$ cat config.mk
export PLATFORM = sky130hd
export DESIGN_NAME = qpsk_carrier_mod
export DESIGN_NICKNAME = d
export VERILOG_FILES = /design/src/rtl/qpsk_pkg.sv /design/src/rtl/qpsk_sample_delay.sv /design/src/rtl/qpsk_carrier_mod.sv
export SDC_FILE = /design/constraint.sdc
export NUM_CORES = 1
export LEC_CHECK = 0
export ABC_AREA = 0
export CORE_MARGIN = 4
export CORE_UTILIZATION = 46
export DETAILED_ROUTE_END_ITERATION = 12
export DONT_BUFFER_PORTS = 1
export HOLD_SLACK_MARGIN = 0.12
export SLEW_MARGIN = 25
export SYNTH_ARGS = -nofsm -noshare
export SYNTH_HDL_FRONTEND = slang
export SYNTH_SLANG_ARGS = --single-unit
$ cat constraint.sdc
create_clock -name Clk -period 10.25 [get_ports Clk]
set_clock_uncertainty 0.15 [all_clocks]
set_input_delay 2.5625 -clock Clk [delete_from_list [all_inputs] [get_ports Clk]]
set_output_delay 2.5625 -clock Clk [all_outputs]
set_load 0.01 [all_outputs]
$ cat src/rtl/qpsk_pkg.sv
// Shared constants and types for the QPSK carrier modulator.
package qpsk_pkg;

   localparam int SW         = 11;
   localparam int OW         = 12;
   localparam int PERIOD     = 100;
   localparam int DELAY      = 75;
   localparam int SYM_CYCLES = 1;

   typedef enum logic {
      UNLOCKED,
      RUN
   } state_t;

   // A symbol carries its own valid bit; an invalid symbol (IDLE) forces a zero output.
   typedef struct packed {
      logic vld;
      logic i_neg;
      logic q_neg;
   } sym_t;

   localparam sym_t SYM_IDLE = '0;

   // Dibit bit value to carrier sign: 0 selects +1, 1 selects -1.
   localparam logic SIGN_POS = 1'b0;
   localparam logic SIGN_NEG = 1'b1;

endpackage

$ cat src/rtl/qpsk_sample_delay.sv
// Fixed-length sample delay built as a circular buffer; dout is the sample written DELAY cycles ago.
module qpsk_sample_delay
   import qpsk_pkg::*;
#(
   parameter int SW    = qpsk_pkg::SW,
   parameter int DELAY = qpsk_pkg::DELAY
) (
   input  logic                 Clk,
   input  logic                 Rst_n,
   input  logic signed [SW-1:0] din,
   output logic signed [SW-1:0] dout
);

   localparam int AW = $clog2(DELAY);
   localparam logic [AW-1:0] PTR_LAST = AW'(DELAY - 1);

   logic signed [SW-1:0] mem [DELAY];
   logic [AW-1:0]        wr_ptr;

   // The slot about to be overwritten holds the oldest sample, so read it before the write.
   assign dout = mem[wr_ptr];

   // Write pointer wraps over the DELAY slots.
   always_ff @(posedge Clk) begin
      if (!Rst_n) begin
         wr_ptr <= '0;
      end else if (wr_ptr == PTR_LAST) begin
         wr_ptr <= '0;
      end else begin
         wr_ptr <= wr_ptr + 1'b1;
      end
   end

   // Storage is written every cycle; contents are not reset.
   always_ff @(posedge Clk) begin
      mem[wr_ptr] <= din;
   end

endmodule

$ cat src/rtl/qpsk_carrier_mod.sv
// QPSK modulator: locks to the sine carrier's rising zero crossing, derives cosine by a
// 3/4-period delay and emits I*cos + Q*sin per dibit received over a valid/ready handshake.
module qpsk_carrier_mod
   import qpsk_pkg::*;
#(
   parameter int SW         = qpsk_pkg::SW,
   parameter int PERIOD     = qpsk_pkg::PERIOD,
   parameter int DELAY      = qpsk_pkg::DELAY,
   parameter int SYM_CYCLES = qpsk_pkg::SYM_CYCLES,
   parameter int OW         = qpsk_pkg::OW
) (
   input  logic                 Clk,
   input  logic                 Rst_n,
   input  logic signed [SW-1:0] sin_in,
   input  logic [1:0]           sym_data,
   input  logic                 sym_valid,
   output logic                 sym_ready,
   output logic signed [OW-1:0] mod_out,
   output logic                 mod_valid,
   output logic                 sym_start,
   output logic                 underrun,
   output logic                 lock_err
);

   localparam int PW = $clog2(PERIOD);
   localparam int FW = $clog2(DELAY + 1);
   localparam int CW = $clog2(SYM_CYCLES + 1);
   localparam logic [PW-1:0] PH_LAST  = PW'(PERIOD - 1);
   localparam logic [PW-1:0] PH_ONE   = PW'(1);
   localparam logic [FW-1:0] FILL_MAX = FW'(DELAY);
   localparam logic [CW-1:0] CNT_LAST = CW'(SYM_CYCLES - 1);

   state_t               state;
   logic [PW-1:0]        phase;
   logic [CW-1:0]        sym_cnt;
   logic [FW-1:0]        fill_cnt;
   logic signed [SW-1:0] prev;
   logic signed [SW-1:0] cos_s;
   sym_t                 cur_sym;
   sym_t                 sym_eff;
   logic [1:0]           hold;
   logic                 hold_valid;

   logic                 fill_done;
   logic                 xing;
   logic                 entering;
   logic                 fail;
   logic                 boundary;
   logic                 run_eff;
   logic                 take_hold;
   logic                 take_bypass;
   logic                 load_hold;
   logic signed [OW-1:0] ext_cos;
   logic signed [OW-1:0] ext_sin;
   logic signed [OW-1:0] term_i;
   logic signed [OW-1:0] term_q;
   logic signed [OW-1:0] mod_next;

   qpsk_sample_delay #(
      .SW    (SW),
      .DELAY (DELAY)
   ) u_delay (
      .Clk   (Clk),
      .Rst_n (Rst_n),
      .din   (sin_in),
      .dout  (cos_s)
   );

   assign sym_ready = !hold_valid;

   // Lock/boundary decisions and the sample for this cycle. The lock-check failure cycle is
   // treated as already unlocked, so it produces no valid sample.
   always_comb begin
      fill_done   = (fill_cnt == FILL_MAX);
      xing        = (sin_in == '0) && prev[SW-1];
      entering    = (state == UNLOCKED) && xing && fill_done;
      fail        = (state == RUN) && (phase == '0) && !xing;
      boundary    = entering || ((state == RUN) && (phase == '0) && (sym_cnt == '0) && xing);
      run_eff     = entering || ((state == RUN) && !fail);
      take_hold   = boundary && hold_valid;
      take_bypass = boundary && !hold_valid && sym_valid;
      load_hold   = !boundary && sym_valid && !hold_valid;

      sym_eff = cur_sym;
      if (take_hold) begin
         sym_eff = '{vld: 1'b1, i_neg: hold[1], q_neg: hold[0]};
      end else if (take_bypass) begin
         sym_eff = '{vld: 1'b1, i_neg: sym_data[1], q_neg: sym_data[0]};
      end else if (boundary || fail) begin
         sym_eff = SYM_IDLE;
      end

      ext_cos  = OW'(cos_s);
      ext_sin  = OW'(sin_in);
      term_i   = (sym_eff.i_neg == SIGN_NEG) ? -ext_cos : ext_cos;
      term_q   = (sym_eff.q_neg == SIGN_POS) ? ext_sin : -ext_sin;
      mod_next = (run_eff && sym_eff.vld) ? (term_i + term_q) : '0;
   end

   // Lock FSM, symbol timing, dibit holding register and registered outputs.
   always_ff @(posedge Clk) begin
      if (!Rst_n) begin
         state      <= UNLOCKED;
         phase      <= '0;
         sym_cnt    <= '0;
         fill_cnt   <= '0;
         prev       <= '0;
         cur_sym    <= SYM_IDLE;
         hold       <= '0;
         hold_valid <= 1'b0;
         mod_out    <= '0;
         mod_valid  <= 1'b0;
         sym_start  <= 1'b0;
         underrun   <= 1'b0;
         lock_err   <= 1'b0;
      end else begin
         prev    <= sin_in;
         cur_sym <= sym_eff;
         if (!fill_done) begin
            fill_cnt <= fill_cnt + 1'b1;
         end

         if (take_hold) begin
            hold_valid <= 1'b0;
         end else if (load_hold) begin
            hold       <= sym_data;
            hold_valid <= 1'b1;
         end

         case (state)
            UNLOCKED: begin
               if (entering) begin
                  state   <= RUN;
                  phase   <= PH_ONE;
                  sym_cnt <= '0;
               end
            end
            RUN: begin
               if (fail) begin
                  state   <= UNLOCKED;
                  phase   <= '0;
                  sym_cnt <= '0;
               end else if (phase == PH_LAST) begin
                  phase   <= '0;
                  sym_cnt <= (sym_cnt == CNT_LAST) ? '0 : sym_cnt + 1'b1;
               end else begin
                  phase <= phase + 1'b1;
               end
            end
            default: state <= UNLOCKED;
         endcase

         mod_out   <= mod_next;
         mod_valid <= run_eff;
         sym_start <= boundary;
         underrun  <= boundary && !hold_valid && !sym_valid;
         lock_err  <= fail;
      end
   end

endmodule

==> out/metrics.cfg <==
[logic_synthesis]
synth_nets = 2153
multiplexer_share_of_the_synthesized_area_pct = 8.70
syn-cell-area_um2 = 35100
synth.avg_cell_area_um2 = 16.6
synth-seq-cells = 870
synth_enable_flop_cells = 825
predominant_post_synthesis_flop_cell = sky130_fd_sc_hd__edfxtp_1
netlist-cell-type-count = 87
combinational_family_with_the_most_area_after_synthesis = compound AO/OA/AOI/OAI gates
synth.yosys.warnings = 0
synth_seq_area_share_pct = 73.2
synthXorXnorAreaFrac_pct = 0.874
synthAdderAreaFrac_pct = 0.699
synthesis.instances = 2118
ys_async_sr_fraction_pct = 0
yosys.area_share.simple_pct = 5.50
synth-compound-area-share_pct = 8.88

[detailed_routing]
drt-wirelength-per-cell_um = 31.3
detail_route.iter0.violations = 2899
post_route_drc_violation_count = 0
detail-route-antenna-nets = 0
detail_route.vias_per_cell = 6.40
detailroute.via_count = 20655
drt-total-wl_um = 101000
detail_route.first_pass.iterations = 5

[critical_path]
critical_path.reg2reg.startpoint = u_delay.wr_ptr[1]
timing_worst_setup_path_type = flip-flop to flip-flop
worstSetupEndpointType = flip-flop
r2r-end = mod_out[11]
timing.reg2reg.worst_path_depth = 22
ff2ff_setup_slack_ns = 3.16
worstSetupStartpointType = flip-flop
critical_path_required_ns = 10.62
arrival_time_reported_for_the_critical_path_endpoint_ns = 7.46
critPathMaxFanout = 123

[placed_design]
place_congestion = 0.871
io_buffers = 0
pre_cts_slack_ns = 3.19
post-dp-hpwl_um = 59000
post-place-cells = 3070

[hold_path]
number_of_cells_on_the_worst_hold_path = 2
worstHoldPathType = flip-flop to flip-flop
min_to = phase[6]
hold_path_startpoint = phase[6]

[clocking]
ctsHoldBuffers = 0
cts-root-to-sink-buffers = 3
insertion_delay_ns = 0.64
cts_resized = 0
cts_setup_buffers = 0
number_of_buffers_created_by_cts = 89
clock_tree.htree_level_count = 3
clk_pin_slew_ns = 0.07
clk_root_buffer_cell = sky130_fd_sc_hd__clkbuf_16
tritoncts_clock_tree = built
cts.sink_count = 870

[sta]
setup_ws_ns = 3.16
setup_violations = 0
report.final.slew_viol_count = 0
maxClockFrequency_ghz = 0.141
timing_worst_slew_pin_value_ns = 1.06
worst_hold_slack_ns = 0.336
rsz0062_at_grt = no
final.period_utilization_pct = 69.2
timing.final.crit_period_ns = 7.09
slew_headroom_pct = 29.0
timing.final.hold_violations = 0
finalSetupTns_ns = 0

[grt]
gr-usage-all-layers_pct = 24.7
grt_antenna_before_repair = 1
grt_max_degree = 124
grt_util_met2_pct = 38.5
grt_busiest_layer = met2
via_count_of_the_first_global_routing_pass = 20158
grt_first_pass_wirelength_um = 146000
met3_usage_pct = 4.76
grt_overflow = 0
grt.met1_usage_pct = 35.0

[final_layout]
mostFrequentLayoutCells = sky130_fd_sc_hd__edfxtp_1, sky130_fd_sc_hd__nor2_1, sky130_fd_sc_hd__nand2_1
areaGrowthSynthToFinish_pct = 11.7
num_antenna_cells = 0
final_cell_count_no_fill = 3227
finish.net_count = 2218
layout.cells.most_common = sky130_fd_sc_hd__edfxtp_1
post_route_cells_drive_above_1_share_pct = 17.6

[pwr]
cellLeakagePower_nw = 12.4
ir_drop_worst_case_vdd_v = 0.000144
powerDensity_nw_per_um2 = 193
report.power.total_mw = 7.54

[die]
fp_rows = 101
initial_core_util_pct = 46.3
die_height_um = 284
die_width_um = 284
dieArea_um2 = 80700
floorplan.io_pins = 33
placeableCoreArea_um2 = 75800

[status]
run_status = completed

[job]
reported_max_cap_violation_count = 0

==> critical path: stages, from the launching register on <==
cell and delay (ns):
sky130_fd_sc_hd__dfxtp_4 0.80, sky130_fd_sc_hd__buf_12 0.49, sky130_fd_sc_hd__inv_2 0.46, sky130_fd_sc_hd__a221o_1 0.44, sky130_fd_sc_hd__a22oi_1 0.37, sky130_fd_sc_hd__o22ai_1 0.22, sky130_fd_sc_hd__or3_1 0.40, sky130_fd_sc_hd__or4_4 0.57
sky130_fd_sc_hd__inv_1 0.10, sky130_fd_sc_hd__ha_1 0.23, sky130_fd_sc_hd__nor2_1 0.12, sky130_fd_sc_hd__a21oi_1 0.08, sky130_fd_sc_hd__ha_1 0.30, sky130_fd_sc_hd__a211oi_1 0.27, sky130_fd_sc_hd__o21bai_1 0.11, sky130_fd_sc_hd__a21oi_1 0.24
sky130_fd_sc_hd__o21ba_2 0.18, sky130_fd_sc_hd__o211ai_1 0.12, sky130_fd_sc_hd__o41ai_1 0.37, sky130_fd_sc_hd__xnor2_1 0.27, sky130_fd_sc_hd__inv_1 0.08, sky130_fd_sc_hd__a32oi_1 0.19, sky130_fd_sc_hd__nand2b_1 0.07
==> power by group <==
group	switching, mW	internal (mW)
sequential	0.0240	3.91
combinational	0.360	0.203
clock	1.32	1.73
==> worst max path at each step <==
stage,from,to,depth (start not counted)
floorplan,sin_in[2],mod_out[11],19
global placement,sin_in[2],mod_out[11],16
detailed placement,sin_in[2],mod_out[11],17
CTS,u_delay.wr_ptr[1],mod_out[11],22
global route,u_delay.wr_ptr[1],mod_out[11],22
finish,u_delay.wr_ptr[1],mod_out[11],22
==> per-layer routing <==
layer / part of all wire [%] / vias to the layer above
li1: - / 8647
met1: 41 / 10637
met2: 46 / 1156
met3: 9.0 / 215
met4: 3.7 / 0
met5: 0 / -
==> logic make-up (layout without fill, tap and decap cells) <==
kind of cell,after synthesis,in the layout
simple gates,410,410
mux,216,216
flops,870,870
xor+xnor,35,35
buf+inv,147,278
compound gates,421,421
fa+ha+maj,19,19
==> flip-flops by register name (all words and copies together) (netlist names) <==
register,flops
fill_cnt,7
state,1
hold_valid,1
cur_sym,3
u_delay.mem,825
phase,7
prev,1
u_delay.wr_ptr,7
hold,2
mod_out,12
sym_start,1
lock_err,1
mod_valid,1
underrun,1
==> per-stage QoR <==
stage / area (um2) / util (%)
2_1_floorplan: 35100 / -
5_1_grt: 39200 / 51.7
3_3_place_gp: 36400 / 48.1
6_report: 39200 / 51.7
3_5_place_dp: 36500 / 48.1
4_1_cts: 39200 / 51.7
==> cells in the mapped netlist, types with 26 or more instances <==
cell type	n	area share, %
sky130_fd_sc_hd__a21oi_1	77	1.1
sky130_fd_sc_hd__o21ai_0	44	0.63
sky130_fd_sc_hd__buf_2	40	0.57
sky130_fd_sc_hd__dfxtp_1	45	2.6
sky130_fd_sc_hd__nand3_1	26	0.37
sky130_fd_sc_hd__mux2_2	73	2.3
sky130_fd_sc_hd__a22oi_1	50	1.1
sky130_fd_sc_hd__a221oi_1	68	1.7
sky130_fd_sc_hd__nor2_1	166	1.8
sky130_fd_sc_hd__nand2_1	101	1.1
sky130_fd_sc_hd__mux2i_1	78	2.2
sky130_fd_sc_hd__edfxtp_1	825	71
sky130_fd_sc_hd__mux4_2	63	4.0
sky130_fd_sc_hd__clkbuf_1	47	0.50
==> cell type report <==
type / count / area (um2)
fillers: 6161 / 36700
flip-flops and latches: 870 / 25700
multi-input cells: 1101 / 8710
clock buffers: 120 / 2430
well taps: 978 / 1220
repair buffers: 102 / 791
clock inverters: 37 / 262
inverters: 19 / 71.3
No activity file was read; power rests on OpenSTA's default activity.
